--- src/rtl/memory_bus_arbiter.sv ---
// rtl/memory_bus_arbiter.sv - two-master round-robin arbiter onto one synchronous memory port
// Serialises m0/m1 transactions, registers every output, forces an error response on slave timeout.
module memory_bus_arbiter #(
   parameter int ADDR_WIDTH     = 32,
   parameter int DATA_WIDTH     = 32,
   parameter int TIMEOUT_CYCLES = 255
) (
   input  logic                      clk,
   input  logic                      reset,
   input  logic                      m0_read_request,
   input  logic                      m0_write_request,
   input  logic [ADDR_WIDTH-1:0]     m0_address,
   input  logic [DATA_WIDTH-1:0]     m0_write_data,
   input  logic [DATA_WIDTH/8-1:0]   m0_write_strobe,
   output logic [DATA_WIDTH-1:0]     m0_read_data,
   output logic                      m0_read_response,
   output logic                      m0_write_response,
   output logic                      m0_error,
   input  logic                      m1_read_request,
   input  logic                      m1_write_request,
   input  logic [ADDR_WIDTH-1:0]     m1_address,
   input  logic [DATA_WIDTH-1:0]     m1_write_data,
   input  logic [DATA_WIDTH/8-1:0]   m1_write_strobe,
   output logic [DATA_WIDTH-1:0]     m1_read_data,
   output logic                      m1_read_response,
   output logic                      m1_write_response,
   output logic                      m1_error,
   output logic                      s_read_request,
   output logic                      s_write_request,
   output logic [ADDR_WIDTH-1:0]     s_address,
   output logic [DATA_WIDTH-1:0]     s_write_data,
   output logic [DATA_WIDTH/8-1:0]   s_write_strobe,
   input  logic [DATA_WIDTH-1:0]     s_read_data,
   input  logic                      s_read_response,
   input  logic                      s_write_response,
   output logic                      busy,
   output logic                      owner,
   output logic                      timeout_flag
);
   localparam int CW  = (TIMEOUT_CYCLES > 0) ? $clog2(TIMEOUT_CYCLES + 1) : 1;
   localparam int CW1 = CW + 1;
   localparam logic [CW:0] T_LAST = CW1'(TIMEOUT_CYCLES);
   localparam logic [DATA_WIDTH-1:0] ERR_DATA = DATA_WIDTH'(32'hDEADBEEF);

   typedef enum logic [1:0] {S_IDLE, S_ISSUE, S_WAIT} state_t;

   state_t state, state_n;
   logic last_grant, is_write;
   logic [CW-1:0] wait_cnt;

   logic m0_pend, m1_pend, any_pend, grant, grant_sel, grant_wr;
   logic resp_match, timeout_hit, done, expired, finish;
   logic s_rd_n, s_wr_n, busy_n;
   logic [DATA_WIDTH-1:0] rdata_n;

   // Arbitration and completion decode shared by next-state and output logic
   always_comb begin
      m0_pend    = m0_read_request | m0_write_request;
      m1_pend    = m1_read_request | m1_write_request;
      any_pend   = m0_pend | m1_pend;
      grant_sel  = (m0_pend && m1_pend) ? ~last_grant : m1_pend;
      grant_wr   = grant_sel ? m1_write_request : m0_write_request;
      grant      = (state == S_IDLE) && any_pend;
      resp_match = is_write ? s_write_response : s_read_response;
      timeout_hit = (TIMEOUT_CYCLES != 0) && (state == S_WAIT) &&
                    (({1'b0, wait_cnt} + CW1'(1)) == T_LAST);
      done       = (state != S_IDLE) && resp_match;
      expired    = timeout_hit && !resp_match;
      finish     = done || expired;
   end

   always_comb begin
      state_n = state;
      case (state)
         S_IDLE:  if (any_pend) state_n = S_ISSUE;
         S_ISSUE: state_n = resp_match ? S_IDLE : S_WAIT;
         S_WAIT:  if (finish) state_n = S_IDLE;
         default: state_n = S_IDLE;
      endcase
   end

   always_comb begin
      s_rd_n  = grant && !grant_wr;
      s_wr_n  = grant && grant_wr;
      busy_n  = (state_n != S_IDLE);
      rdata_n = '0;
      if (finish && !is_write) rdata_n = expired ? ERR_DATA : s_read_data;
   end

   always_ff @(posedge clk) begin
      if (reset) begin
         state             <= S_IDLE;
         last_grant        <= 1'b1;
         owner             <= 1'b0;
         is_write          <= 1'b0;
         wait_cnt          <= '0;
         timeout_flag      <= 1'b0;
         busy              <= 1'b0;
         s_read_request    <= 1'b0;
         s_write_request   <= 1'b0;
         s_address         <= '0;
         s_write_data      <= '0;
         s_write_strobe    <= '0;
         m0_read_data      <= '0;
         m0_read_response  <= 1'b0;
         m0_write_response <= 1'b0;
         m0_error          <= 1'b0;
         m1_read_data      <= '0;
         m1_read_response  <= 1'b0;
         m1_write_response <= 1'b0;
         m1_error          <= 1'b0;
      end else begin
         state           <= state_n;
         busy            <= busy_n;
         s_read_request  <= s_rd_n;
         s_write_request <= s_wr_n;
         if (grant) begin
            last_grant     <= grant_sel;
            owner          <= grant_sel;
            is_write       <= grant_wr;
            s_address      <= grant_sel ? m1_address : m0_address;
            s_write_data   <= grant_sel ? m1_write_data : m0_write_data;
            s_write_strobe <= grant_wr ? (grant_sel ? m1_write_strobe : m0_write_strobe) : '0;
         end
         if (state == S_ISSUE)     wait_cnt <= '0;
         else if (state == S_WAIT) wait_cnt <= wait_cnt + CW'(1);
         if (expired) timeout_flag <= 1'b1;
         // Completion is routed to the owner only; the other master's outputs stay low
         m0_read_response  <= finish && !is_write && !owner;
         m0_write_response <= finish && is_write && !owner;
         m0_error          <= expired && !owner;
         m0_read_data      <= owner ? '0 : rdata_n;
         m1_read_response  <= finish && !is_write && owner;
         m1_write_response <= finish && is_write && owner;
         m1_error          <= expired && owner;
         m1_read_data      <= owner ? rdata_n : '0;
      end
   end
endmodule

--- config.mk ---
export PLATFORM = sky130hd
export DESIGN_NAME = memory_bus_arbiter
export DESIGN_NICKNAME = d
export VERILOG_FILES = /design/src/rtl/memory_bus_arbiter.sv
export SDC_FILE = /design/constraint.sdc
export NUM_CORES = 1
export LEC_CHECK = 0
export BUFFER_PORTS_ARGS = -buffer_cell sky130_fd_sc_hd__buf_4
export CAP_MARGIN = 20
export CELL_PAD_IN_SITES_DETAIL_PLACEMENT = 0
export CELL_PAD_IN_SITES_GLOBAL_PLACEMENT = 1
export CORE_AREA = 5 5 137 139
export CTS_BUF_LIST = sky130_fd_sc_hd__clkbuf_16
export CTS_CLUSTER_DIAMETER = 80
export DETAILED_ROUTE_END_ITERATION = 8
export DIE_AREA = 0 0 142 144
export PLACE_DENSITY = 0.87
export SLEW_MARGIN = 20
export SYNTH_ARGS = -nofsm -noshare
export SYNTH_HDL_FRONTEND = slang
export SYNTH_SLANG_ARGS = --single-unit
--- constraint.sdc ---
create_clock -name clk -period 2.5 [get_ports clk]
set_input_delay 0.125 -clock clk [delete_from_list [all_inputs] [get_ports clk]]
set_output_delay 0.125 -clock clk [all_outputs]
set_load 0.1 [all_outputs]
# Word-level counts from Yosys, hierarchy flattened
# Index checks and enable logic that the tools add are counted.
[totals]
ff_bits = 155
inputBits = 176
output_inout_bits = 143
wordCells = 69
[op_classes]
n_addsub = 2
eq_ne = 3
muxes = 13
bitwise_logic = 5
n_reduce_logical = 26
[op_table]
columns = ["operator", "n"]
rows = [
  ["two-way mux 32 bit", 4],
  ["logical AND 1 bit", 15],
  ["adder 8 x 1 -> 9 bit (second input constant)", 1],
  ["== test 9 x 8 -> 1 bit (second input constant)", 1],
  ["adder 8 x 1 -> 8 bit (second input constant)", 1],
  ["two-way mux 4 bit", 2],
  ["two-way mux 2 bit", 3],
  ["one-hot mux 2 bit (3 select lines)", 1],
  ["OR reduction 2 bit", 3],
  ["logical NOT 1 bit", 4],
  ["nonzero test 2 bit", 2],
  ["two-way mux 1 bit", 3],
  ["bitwise OR 1 bit", 3],
  ["== test 2 x 1 -> 1 bit (second input constant)", 1],
  ["== test 2 bit (second input constant)", 1],
  ["logical NOT 2 bit", 1],
  ["inverter 1 bit", 2],
  ["logical OR 1 bit", 1],
]

# Logic depth before layout (Yosys ltp)
# Gate-level depths: netlist of the first run.
[logic_depth]
depth_word = 8
depth_mapped = 8
ltp_nobuf = 6

# Worst setup path before layout of the first run
# No wires, ideal clock.
[synth_timing]
kind = "register to register"
from = "register owner"
to = "register m0_read_data[10]"
setup_time_ps = 132
t_arrival_ps = 1735
required_ps = 2368
setup_slack_ps = 633
path_stages_with_launch = 5
n_path_buf = 2
synth_period_minus_slack_ps = 1867
cell_sequence = "dfxtp_1 or3_1 buf_1 clkbuf_1 a21oi_1"
[synth_via]
elab_chain_len = 1
[synth_rtl]
columns = ["element", "line", "source"]
rows = [
  ["from (decl)", "37", "output logic owner,"],
  ["from (signal assigned)", "119", "owner <= grant_sel;"],
  ["OR reduction 2 bit (no line)", "n/a", ""],
  ["to (signal assigned)", "132", "m0_read_data <= owner ? '0 : rdata_n;"],
  ["to (decl)", "15", "output logic [DATA_WIDTH-1:0] m0_read_data,"],
]
# Every way passes these cells.
# A chain may end at the register's enable or synchronous reset.

# Final worst setup path of the first run
[layout_timing]
from = "register state[1]"
to = "register state[1]"
[layout_via]
elab_chain_len = 6
word_cells_on_any_way = 11
cone_classes = "eq/ne: 2; mux: 3; reduce/logical: 6"
[layout_rtl]
columns = ["element", "line", "source"]
rows = [
  ["from (decl)", "47", "state_t state, state_n;"],
  ["from (signal assigned)", "113", "state <= state_n;"],
  ["== test 2 bit", "65, 74", ""],
  ["logical AND 1 bit", "65", "timeout_hit = (TIMEOUT_CYCLES != 0) && (state == S_WAIT) &&"],
  ["logical AND 1 bit", "68", "expired = timeout_hit && !resp_match;"],
  ["logical OR 1 bit", "69", "finish = done || expired;"],
  ["two-way mux 2 bit", "77", "S_WAIT: if (finish) state_n = S_IDLE;"],
  ["one-hot mux 2 bit (3 select lines) *", "74", "case (state)"],
]
# Mark *: on every way between the ends. The rest lies on a longest branch, timed or not.

==> impl_metrics.toml, run 1 <==
[layout]
layout-drive-gt1-share_pct = 38.6
insertedDiodeCount = 0
syn_to_layout_area_delta_pct = 62.2
final_nets = 1123
post_layout_nonfiller_instances = 1187

[yosys]
synth_area_um2 = 5830
synth_commonest_cells = "155 x dfxtp_1, 101 x nor2_1, 68 x mux2i_1"
post_synth_main_area_contributors = "dfxtp_1 53%, mux2i_1 12%, a211oi_1 8.2%, nor2_1 6.5%, a21oi_1 5.1%"
post-synth-top-area-cell = "dfxtp_1"
synth_flop_cell = "dfxtp_1"
synthDistinctLibCells = 42
syn_nets = 792
number_of_enable_flip_flop_cells_after_synthesis = 0
yosys_warnings = 0
post-synth-top-count-cell = "dfxtp_1"
synth_seq_cells = 155
synth_top_cell_area_share_pct = 53.2
yosysSeqAreaShare_pct = 53.2
netlist_instances = 614
synth_async_sr_flop_share_pct = 0
post_synth.cell_area_avg_um2 = 9.50

[global_route]
first_global_vias = 5570
grt_first_pass_wirelength_mm = 27.9
grt_overflow_total = 0
grt_start_max_net_pins = 131
antenna_violations_before_repair = 0
grt.total_usage_pct = 17.1

[place]
finalWeightedCongestion = 0.814
port_bufs = 318
placed_cells_incl_taps = 1120
hpwlAfterDp_mm = 13.7

[setup_path]
critical_path_required_ns = 2.81
critPathMaxFanout = 56
setup.worst_path.class = "reg2reg"
critical_path_buf_inv_count = 1
cp_cell_sequence = "nand2_1 -> nor3_1 -> o221ai_4 -> buf_12 -> a22o_1"
worst_setup_path_start_kind = "register"
crit_path_start = "state[1]$_SDFF_PP0_"
endpoint_class_of_the_critical_path = "register"
worst_path_largest_cell_delay_ns = 0.72
critical-path-slowest-cell = "dfxtp_1"
critical_path.reg2reg.startpoint = "state[1]$_SDFF_PP0_"
cpLargestDelayFamily = "flip-flops"
worst-endpoint-arrival_ns = 2.31

[timing]
timing.final.hold_violations = 0
setup_viol = 0
setup_tns_ns = 0
min_period_over_period_pct = 80.4
maxSlewHeadroom_pct = 33.9
fin_skew_ns = 0.00833
report.final.slew_viol_count = 0
period_needed_ns = 2.01
max_slew.worst_pin.slew_ns = 0.992
fmax_mhz = 498
setup_repair_after_global_routing_missed_its_margin = "no"

[detailed_routing]
detail_route.iter0.violations = 221
first_drt_pass_iteration_count = 4
drcViolationCount = 0
wl_per_cell_um = 15.4
detail_route.vias_per_cell = 4.72
vias = 5604
antenna_violating_nets_post_route = 0
wl_mm = 18.3

[floorplanning]
die_y_um = 144
die_area_um2 = 20400
core_um2 = 17500
top_level_ports = 319
chipWidth_um = 142
cell_row_count = 49
start_util_pct = 33.3

[run]
cap_viol_max_count = 0

[clock_tree]
cts-buffers-inserted = 17
tritoncts_clock_tree = "built"
ctsHtreeMaxLevel = 4
cts_setup_buffers = 0
clk_transition_reported_paths_ns = 0.06
post_cts_resized = 0
root_buffer = "clkbuf_16"
clock_sinks = 155
clk_latency_ns = 0.41
cts_hold_bufs = 34
clockBufferDepth = 2

[run_status]
outcome = "finished clean"

[pwr]
leak_pwr_nw = 4.48
irDropWorstVdd_mv = 0.436
p_per_area_nw_per_um2 = 877
report.power.total_w = 0.00829

[min_path]
hold_path.startpoint = "s_read_data[1]"
hp-class = "in2reg"
-- worst reg2reg max path, stage by stage, from the launching register on --
cell and delay [ns]:
dfxtp_1 0.72, nand2_1 0.24, nor3_1 0.34, o221ai_4 0.18, buf_12 0.22, a22o_1 0.21
-- logic make-up (layout without fill, tap and decap cells) --
| group | after synthesis | count (layout) | share of synthesized area [%] |
|---|---|---|---|
| simple gates | 180 | 180 | 13.2 |
| fa+ha+maj | 2 | 2 | 0.429 |
| xor+xnor | 3 | 3 | 0.451 |
| mux | 69 | 69 | 11.9 |
| buf+inv | 58 | 402 | 4.46 |
| compound gates | 147 | 147 | 16.3 |
| flops | 155 | 155 | 53.2 |
-- registers in the layout, indices dropped and copies added (netlist names), 2 cells and up --
name	flops
wait_cnt	8
m1_read_data	32
s_write_data	32
s_address	32
m0_read_data	32
s_write_strobe	4
state	2
-- report_power, final --
| group | internal, W | leakage, nW | switching [W] |
|---|---|---|---|
| combinational | 0.000720 | 2.88 | 0.00188 |
| sequential | 0.00266 | 1.27 | 0.000108 |
| clock | 0.00182 | 0.330 | 0.00111 |
| total | 0.00520 | 4.48 | 0.00309 |
-- metrics by stage --
step / area (um2) / hold WS, ns / setup WS, ns / utilization, %
detailed placement: 8420 / 0.383 / 0.487 / 48.0
finish: 9460 / 0.0232 / 0.491 / 53.9
global route: 9460 / 0.0241 / 0.322 / 53.9
CTS: 9430 / 0.00139 / 0.475 / 53.8
global placement: 8420 / 0.367 / 0.522 / 48.0
floorplan: 5830 / 0.220 / 0.633 / -
-- layout by cell type (no fill, tap or decap), types with 2 or more instances in the layout --
cell	count
nor2b_1	2
a21oi_1	59
a32oi_1	4
dfxtp_1	155
nand3_1	3
bufinv_16	5
a2bb2oi_1	2
nand2b_1	9
inv_8	3
buf_4	327
o31ai_1	2
nor2_1	101
inv_1	4
o21ai_0	8
ha_1	2
or3_1	2
nor3_1	5
buf_12	3
nor4_1	3
xnor2_1	2
inv_6	6
dlygate4sd3_1	34
nand4_1	4
a211oi_1	64
mux2i_1	68
nand2_1	44
clkbuf_16	17
-- final cells by class --
| cell class | count | area, um2 |
|---|---|---|
| multi-input combinational | 401 | 2500 |
| sequential | 155 | 3100 |
| inverter | 5 | 18.8 |
| clock buffer | 17 | 425 |
| timing repair buffer | 365 | 2880 |
| tap | 229 | 287 |
| clock inverter | 15 | 245 |
| fill | 1655 | 8080 |
-- routing by layer --
metal | vias to the layer above | routed length [um] | track usage (%)
met5 | - | 0 | 0
met4 | 0 | 408 | 6.26
met3 | 35 | 1730 | 5.59
met2 | 247 | 8850 | 29.0
met1 | 2488 | 7330 | 20.2
li1 | 2834 | - | -
-- path summary, 6_finish.rpt --
path / endpoint / depth (start not counted) / slack [ns]
setup reg to reg: state[1]$_SDFF_PP0_ / 5 / 0.49
hold reg to reg: timeout_flag$_SDFFE_PP0P_ / 2 / 0.45
hold / removal: m1_read_data[1]$_SDFF_PP0_ / 3 / 0.02
setup / recovery: state[1]$_SDFF_PP0_ / 5 / 0.49
(Power assumes the default switching activity.)
==> inputs of run 2 (changes only) <==
--- a/config.mk
+++ b/config.mk
@@ -9,12 +9,12 @@
 export CAP_MARGIN = 20
 export CELL_PAD_IN_SITES_DETAIL_PLACEMENT = 0
 export CELL_PAD_IN_SITES_GLOBAL_PLACEMENT = 1
-export CORE_AREA = 5 5 137 139
+export CORE_AREA = 5 5 148 150
 export CTS_BUF_LIST = sky130_fd_sc_hd__clkbuf_16
 export CTS_CLUSTER_DIAMETER = 80
 export DETAILED_ROUTE_END_ITERATION = 8
-export DIE_AREA = 0 0 142 144
-export PLACE_DENSITY = 0.87
+export DIE_AREA = 0 0 153 155
+export PLACE_DENSITY = 0.79
 export SLEW_MARGIN = 20
 export SYNTH_ARGS = -nofsm -noshare
 export SYNTH_HDL_FRONTEND = slang
==> constraint.sdc (replaced) <==
create_clock -name clk -period 1.6 [get_ports clk]
set_input_delay 0.08 -clock clk [delete_from_list [all_inputs] [get_ports clk]]
set_output_delay 0.08 -clock clk [all_outputs]
set_load 0.1 [all_outputs]
==> impl_metrics.toml, run 2 (synthesized netlist as in run 1, its figures left out) <==
[detailed_routing]
vias = 6015
antenna_violating_nets_post_route = 0
detail_route.vias_per_cell = 4.49
wl_mm = 20.7
first_drt_pass_iteration_count = 4
drcViolationCount = 0
detail_route.iter0.violations = 187
wl_per_cell_um = 15.4

[clock_tree]
clockBufferDepth = 2
clk_latency_ns = 0.42
clk_transition_reported_paths_ns = 0.07
clock_sinks = 155
cts-buffers-inserted = 17
ctsHtreeMaxLevel = 4
tritoncts_clock_tree = "built"
root_buffer = "clkbuf_16"

[place]
placed_cells_incl_taps = 1207
detailed_place.area_um2 = 8860
place_ws_ns = -0.123
finalWeightedCongestion = 0.754
hpwlAfterDp_mm = 14.5
port_bufs = 318

[layout]
final_nets = 1231
final.fill_count = 1910
layout-drive-gt1-share_pct = 42.4
post_layout_nonfiller_instances = 1341
layout_commonest_cell = "buf_4"
area.sequential_um2 = 3110
layout.cell_area.non_filler_um2 = 10700
insertedDiodeCount = 0
syn_to_layout_area_delta_pct = 83.3
multiInputGateArea_um2 = 2680
layout_common_cells = "368 x buf_4, 151 x dfxtp_1, 100 x nor2_1, 90 x dlygate4sd3_1, 68 x mux2i_1"

[pwr]
power.internal_w = 0.00765
p_per_area_nw_per_um2 = 1190
pwr-share-comb_pct = 34.4
leak_pwr_nw = 5.01
irDropWorstVdd_mv = 0.619
seqPwrFrac_pct = 33.8
netSwitchingFraction_pct = 40.1
switching_power_w = 0.00511
clockPowerShare_pct = 31.8
report.power.total_w = 0.0128

[timing]
final_critical_path_setup_slack_ns = -0.0757
maxSlewHeadroom_pct = 60.2
period_needed_ns = 1.68
max_slew.worst_pin.slew_ns = 0.597
fin_skew_ns = 0.00851
setup_tns_ns = -1.60
setup_viol = 32
setup_repair_after_global_routing_missed_its_margin = "yes"
report.final.slew_viol_count = 0
timing.final.hold_violations = 0
min_period_over_period_pct = 105
fmax_mhz = 597

[min_path]
hp-class = "in2reg"

[floorplanning]
die_y_um = 155
top_level_ports = 319
start_util_pct = 28.4
cell_row_count = 53
die_area_um2 = 23700
core_um2 = 20600
chipWidth_um = 153

[setup_path]
critPathMaxFanout = 13
critical_path_required_ns = 1.95
worst-endpoint-arrival_ns = 2.03
endpoint_class_of_the_critical_path = "register"
worst_setup_path_start_kind = "register"
setup.worst_path.class = "reg2reg"

[run_status]
violations = "setup timing"
outcome = "finished, violations left"

[run]
cap_viol_max_count = 0

[global_route]
grt_start_max_net_pins = 44
grt_first_pass_wirelength_mm = 31.6
antenna_violations_before_repair = 0
grt.total_usage_pct = 16.5
grt_overflow_total = 0
first_global_vias = 6082
run 2: cell count changes in the layout (fill, tap and decap cells not counted), sizes merged:
cell	previous run	this run
buf	331	381
bufinv	5	0
clkbuf	17	18
clkinv	2	7
dlygate4sd3	34	90
o21ai	9	10
run 2: layer usage:
layer / global-route usage, % / part of all wire, % / vias up
li1: - / - / 3047
met1: 18.2 / 40 / 2708
met2: 29.2 / 51 / 236
met3: 6.95 / 8.2 / 24
met4: 5.05 / 1.6 / 0
met5: 0 / 0 / -
run 2: through the flow:
| step | util [%] | hold slack [ns] |
|---|---|---|
| after floorplan | - | 0.175 |
| after global placement | 43.1 | 0.324 |
| after CTS | 51.0 | 0.000662 |
| final | 52.0 | 0.0205 |
| after detailed placement | 43.1 | 0.333 |
| after global routing | 52.0 | 0.0123 |
run 2: area by class of cell:
cell class                 instances  area share [%]
inverter                           5           0.176
clock inverter                    15            1.74
timing repair buffer             472            36.7
sequential                       155            29.1
clock buffer                      17            3.98
tap                              275            3.22
multi-input combinational        402            25.1
run 2: repair_timing:
| action | CTS | global route |
|---|---|---|
| setup endpoints to repair | 56 | 87 |
| gates cloned | 1 | 2 |
| setup buffers | 4 | 6 |
| endpoints found under the hold margin | 103 | 0 |
| hold buffers | 90 | 0 |
| resized for setup | 15 | 29 |
| pin swaps | 3 | 10 |
run 2: path summary, 6_finish.rpt:
| path | start | endpoint | slack, ns | cells after the start |
|---|---|---|---|---|
| worst max register to register | wait_cnt[1]$_SDFFE_PP0N_ | m1_read_response$_SDFF_PP0_ | -0.08 | 8 |
| worst min-delay path | m0_write_data[23] | s_write_data[23]$_SDFFE_PP0P_ | 0.02 | 3 |
| worst min register to register | s_write_strobe[3]$_SDFFE_PP0P_ | s_write_strobe[3]$_SDFFE_PP0P_ | 0.46 | 2 |
| worst max-delay path | wait_cnt[1]$_SDFFE_PP0N_ | m1_read_response$_SDFF_PP0_ | -0.08 | 8 |
run 2: worst max-delay path, cell delays in order (launching register included):
cell and delay, ns:
dfxtp_4 0.38, buf_6 0.12, nand2_8 0.07, xor2_4 0.16, nor3b_4 0.22, o221ai_4 0.21, buf_12 0.18, buf_12 0.14
a21oi_1 0.12
run 2: power by group through the flow:
stage	clock, W	combinational (W)	sequential [W]
2_1_floorplan	0	0.000912	0.00642
3_3_place_gp	0	0.00415	0.00439
3_5_place_dp	0	0.00416	0.00440
4_1_cts	0.00420	0.00435	0.00431
5_1_grt	0.00435	0.00459	0.00436
6_report	0.00406	0.00439	0.00431
==> inputs of run 3 (changes only) <==
--- a/config.mk
+++ b/config.mk
@@ -9,11 +9,11 @@
 export CAP_MARGIN = 20
 export CELL_PAD_IN_SITES_DETAIL_PLACEMENT = 0
 export CELL_PAD_IN_SITES_GLOBAL_PLACEMENT = 1
-export CORE_AREA = 5 5 148 150
+export CORE_AREA = 5 5 176 127
 export CTS_BUF_LIST = sky130_fd_sc_hd__clkbuf_16
 export CTS_CLUSTER_DIAMETER = 80
 export DETAILED_ROUTE_END_ITERATION = 8
-export DIE_AREA = 0 0 153 155
+export DIE_AREA = 0 0 181 132
 export PLACE_DENSITY = 0.79
 export SLEW_MARGIN = 20
 export SYNTH_ARGS = -nofsm -noshare
==> impl_metrics.toml, run 3 (synthesized netlist as in run 1, its figures left out) <==
[run_status]
outcome = "finished, violations left"
violations = "setup timing"

[setup_path]
critical_path_required_ns = 1.90
endpoint_class_of_the_critical_path = "register"
reg2reg_slack_ns = -0.03
rr_endpoint = "m0_read_data[7]$_SDFF_PP0_"
worst_setup_path_start_kind = "register"
rr_worst_depth = 7
worst-endpoint-arrival_ns = 1.93
critical_path.reg2reg.startpoint = "wait_cnt[0]$_SDFFE_PP0N_"
setup.worst_path.class = "reg2reg"
critPathMaxFanout = 55

[layout]
area.sequential_um2 = 3110
layout-drive-gt1-share_pct = 41.2
syn_to_layout_area_delta_pct = 76.1
final_core_utilization_pct = 50.3
multiInputGateArea_um2 = 2580
insertedDiodeCount = 0
final_nets = 1200
layout_commonest_cell = "buf_4"
post_layout_nonfiller_instances = 1311
final.fill_count = 1873
layout_common_cells = "362 x buf_4, 151 x dfxtp_1, 100 x nor2_1, 70 x dlygate4sd3_1, 68 x mux2i_1"

[timing]
timing.final.hold_violations = 0
period_needed_ns = 1.63
final_critical_path_setup_slack_ns = -0.0276
setup_viol = 27
setup_repair_after_global_routing_missed_its_margin = "yes"
report.final.slew_viol_count = 0
max_slew.worst_pin.slew_ns = 0.488
maxSlewHeadroom_pct = 67.5
fin_skew_ns = 0.0116
fmax_mhz = 614
min_period_over_period_pct = 102

[clock_tree]
tritoncts_clock_tree = "built"
clockBufferDepth = 2
clk_latency_ns = 0.43
clock_sinks = 155
cts-buffers-inserted = 17
ctsHtreeMaxLevel = 4
clk_transition_reported_paths_ns = 0.07
root_buffer = "clkbuf_16"

[global_route]
grt_first_pass_wirelength_mm = 31.5
globalRoute.busiestLayer = "met2"
antenna_violations_before_repair = 0
first_global_vias = 5752
met1_use_gr_pct = 20.9
grt_start_max_net_pins = 56
global_route.usage.met3_pct = 5.79
grt_overflow_total = 0
grt_use_met2_pct = 25.6
grt.total_usage_pct = 16.2

[detailed_routing]
antenna_violating_nets_post_route = 0
first_drt_pass_iteration_count = 4
detail_route.iter0.violations = 188
wl_per_cell_um = 15.7
wl_mm = 20.5
vias = 5912
detail_route.vias_per_cell = 4.51
drcViolationCount = 0

[floorplanning]
core_um2 = 20400
chipWidth_um = 181
cell_row_count = 44
die_y_um = 132
start_util_pct = 28.6
die_area_um2 = 23900
top_level_ports = 319

[pwr]
clockPowerShare_pct = 31.5
pwr-share-comb_pct = 34.5
leak_pwr_nw = 4.84
irDropWorstVdd_mv = 0.581
switching_power_w = 0.00509
p_per_area_nw_per_um2 = 1230
seqPwrFrac_pct = 34.0
power.internal_w = 0.00758
netSwitchingFraction_pct = 40.1

[place]
hpwlAfterDp_mm = 14.7
port_bufs = 318
placed_cells_incl_taps = 1205
finalWeightedCongestion = 0.829

[run]
cap_viol_max_count = 0

[min_path]
min_delay_path_depth = 3
hp-class = "in2reg"
hold_path.startpoint = "m1_write_data[23]"
timing.hold.worst_endpoint = "s_write_data[23]$_SDFFE_PP0P_"
[run 3: cell types whose count changed in the layout (fill, tap and decap cells not counted), sizes merged]
| cell | before | now |
|---|---|---|
| clkinv | 7 | 9 |
| clkinvlp | 0 | 1 |
| dlygate4sd3 | 90 | 70 |
| inv | 13 | 10 |
| o21ai | 10 | 9 |
| buf | 381 | 371 |
[run 3: worst max-delay path, stage by stage (launching register included)]
cell	delay [ns]
dfxtp_4	0.37
ha_4	0.17
nor2b_1	0.13
nand4_1	0.11
o21ai_2	0.08
o221ai_4	0.23
buf_12	0.27
a21oi_1	0.11
[run 3: worst max-delay path by stage]
stage / from / end / slack (ns) / cells after the start
2_1_floorplan: is_write$_SDFFE_PP0P_ / busy$_SDFF_PP0_ / 0.01 / 5
3_3_place_gp: wait_cnt[0]$_SDFFE_PP0N_ / m1_error$_SDFF_PP0_ / -0.04 / 7
3_5_place_dp: wait_cnt[0]$_SDFFE_PP0N_ / m0_read_data[7]$_SDFF_PP0_ / -0.04 / 7
4_1_cts: wait_cnt[0]$_SDFFE_PP0N_ / m1_error$_SDFF_PP0_ / -0.01 / 8
5_1_grt: wait_cnt[0]$_SDFFE_PP0N_ / m0_read_data[16]$_SDFF_PP0_ / -0.11 / 7
6_report: wait_cnt[0]$_SDFFE_PP0N_ / m0_read_data[7]$_SDFF_PP0_ / -0.03 / 7
[run 3: routing by layer]
layer,vias up,wire (um)
met2,198,9480
met4,0,385
met1,2693,9110
met3,28,1560
li1,2993,-
met5,-,0
[run 3: power groups by stage]
stage | clock [W] | sequential, W | combinational [W]
final | 0.00399 | 0.00431 | 0.00437
after global routing | 0.00431 | 0.00435 | 0.00457
after CTS | 0.00414 | 0.00431 | 0.00433
after detailed placement | 0 | 0.00440 | 0.00418
after global placement | 0 | 0.00439 | 0.00418
after floorplan | 0 | 0.00642 | 0.000912
[run 3: cell type report]
class                           instances  area share (%)
Clock buffer                           17            4.14
Sequential cell                       155            30.3
Multi-Input combinational cell        401            25.1
Clock inverter                         15            1.68
Inverter                                5           0.183
Tap cell                              276            3.36
Timing Repair Buffer                  442            35.2
[run 3: through the flow]
step	hold slack [ns]	total power, W	setup WS (ns)	TNS, ns	cell area [um2]
2_1_floorplan	0.175	0.00733	0.0107	0	5850
3_3_place_gp	0.324	0.00856	-0.0426	-0.957	8840
3_5_place_dp	0.328	0.00858	-0.0378	-1.10	8840
4_1_cts	0.00160	0.0128	-0.0122	-0.0122	10100
5_1_grt	0.0109	0.0132	-0.105	-3.96	10300
6_report	0.00805	0.0127	-0.0276	-0.383	10300
[run 3: what timing repair did]
| item | CTS | global route |
|---|---|---|
| gates cloned | 0 | 1 |
| setup buffers | 0 | 3 |
| pin swaps | 0 | 2 |
| gates resized for setup | 2 | 17 |
| endpoints found under the hold margin | 85 | 1 |
| hold buffers | 69 | 1 |
| endpoints found under the setup margin | 55 | 77 |
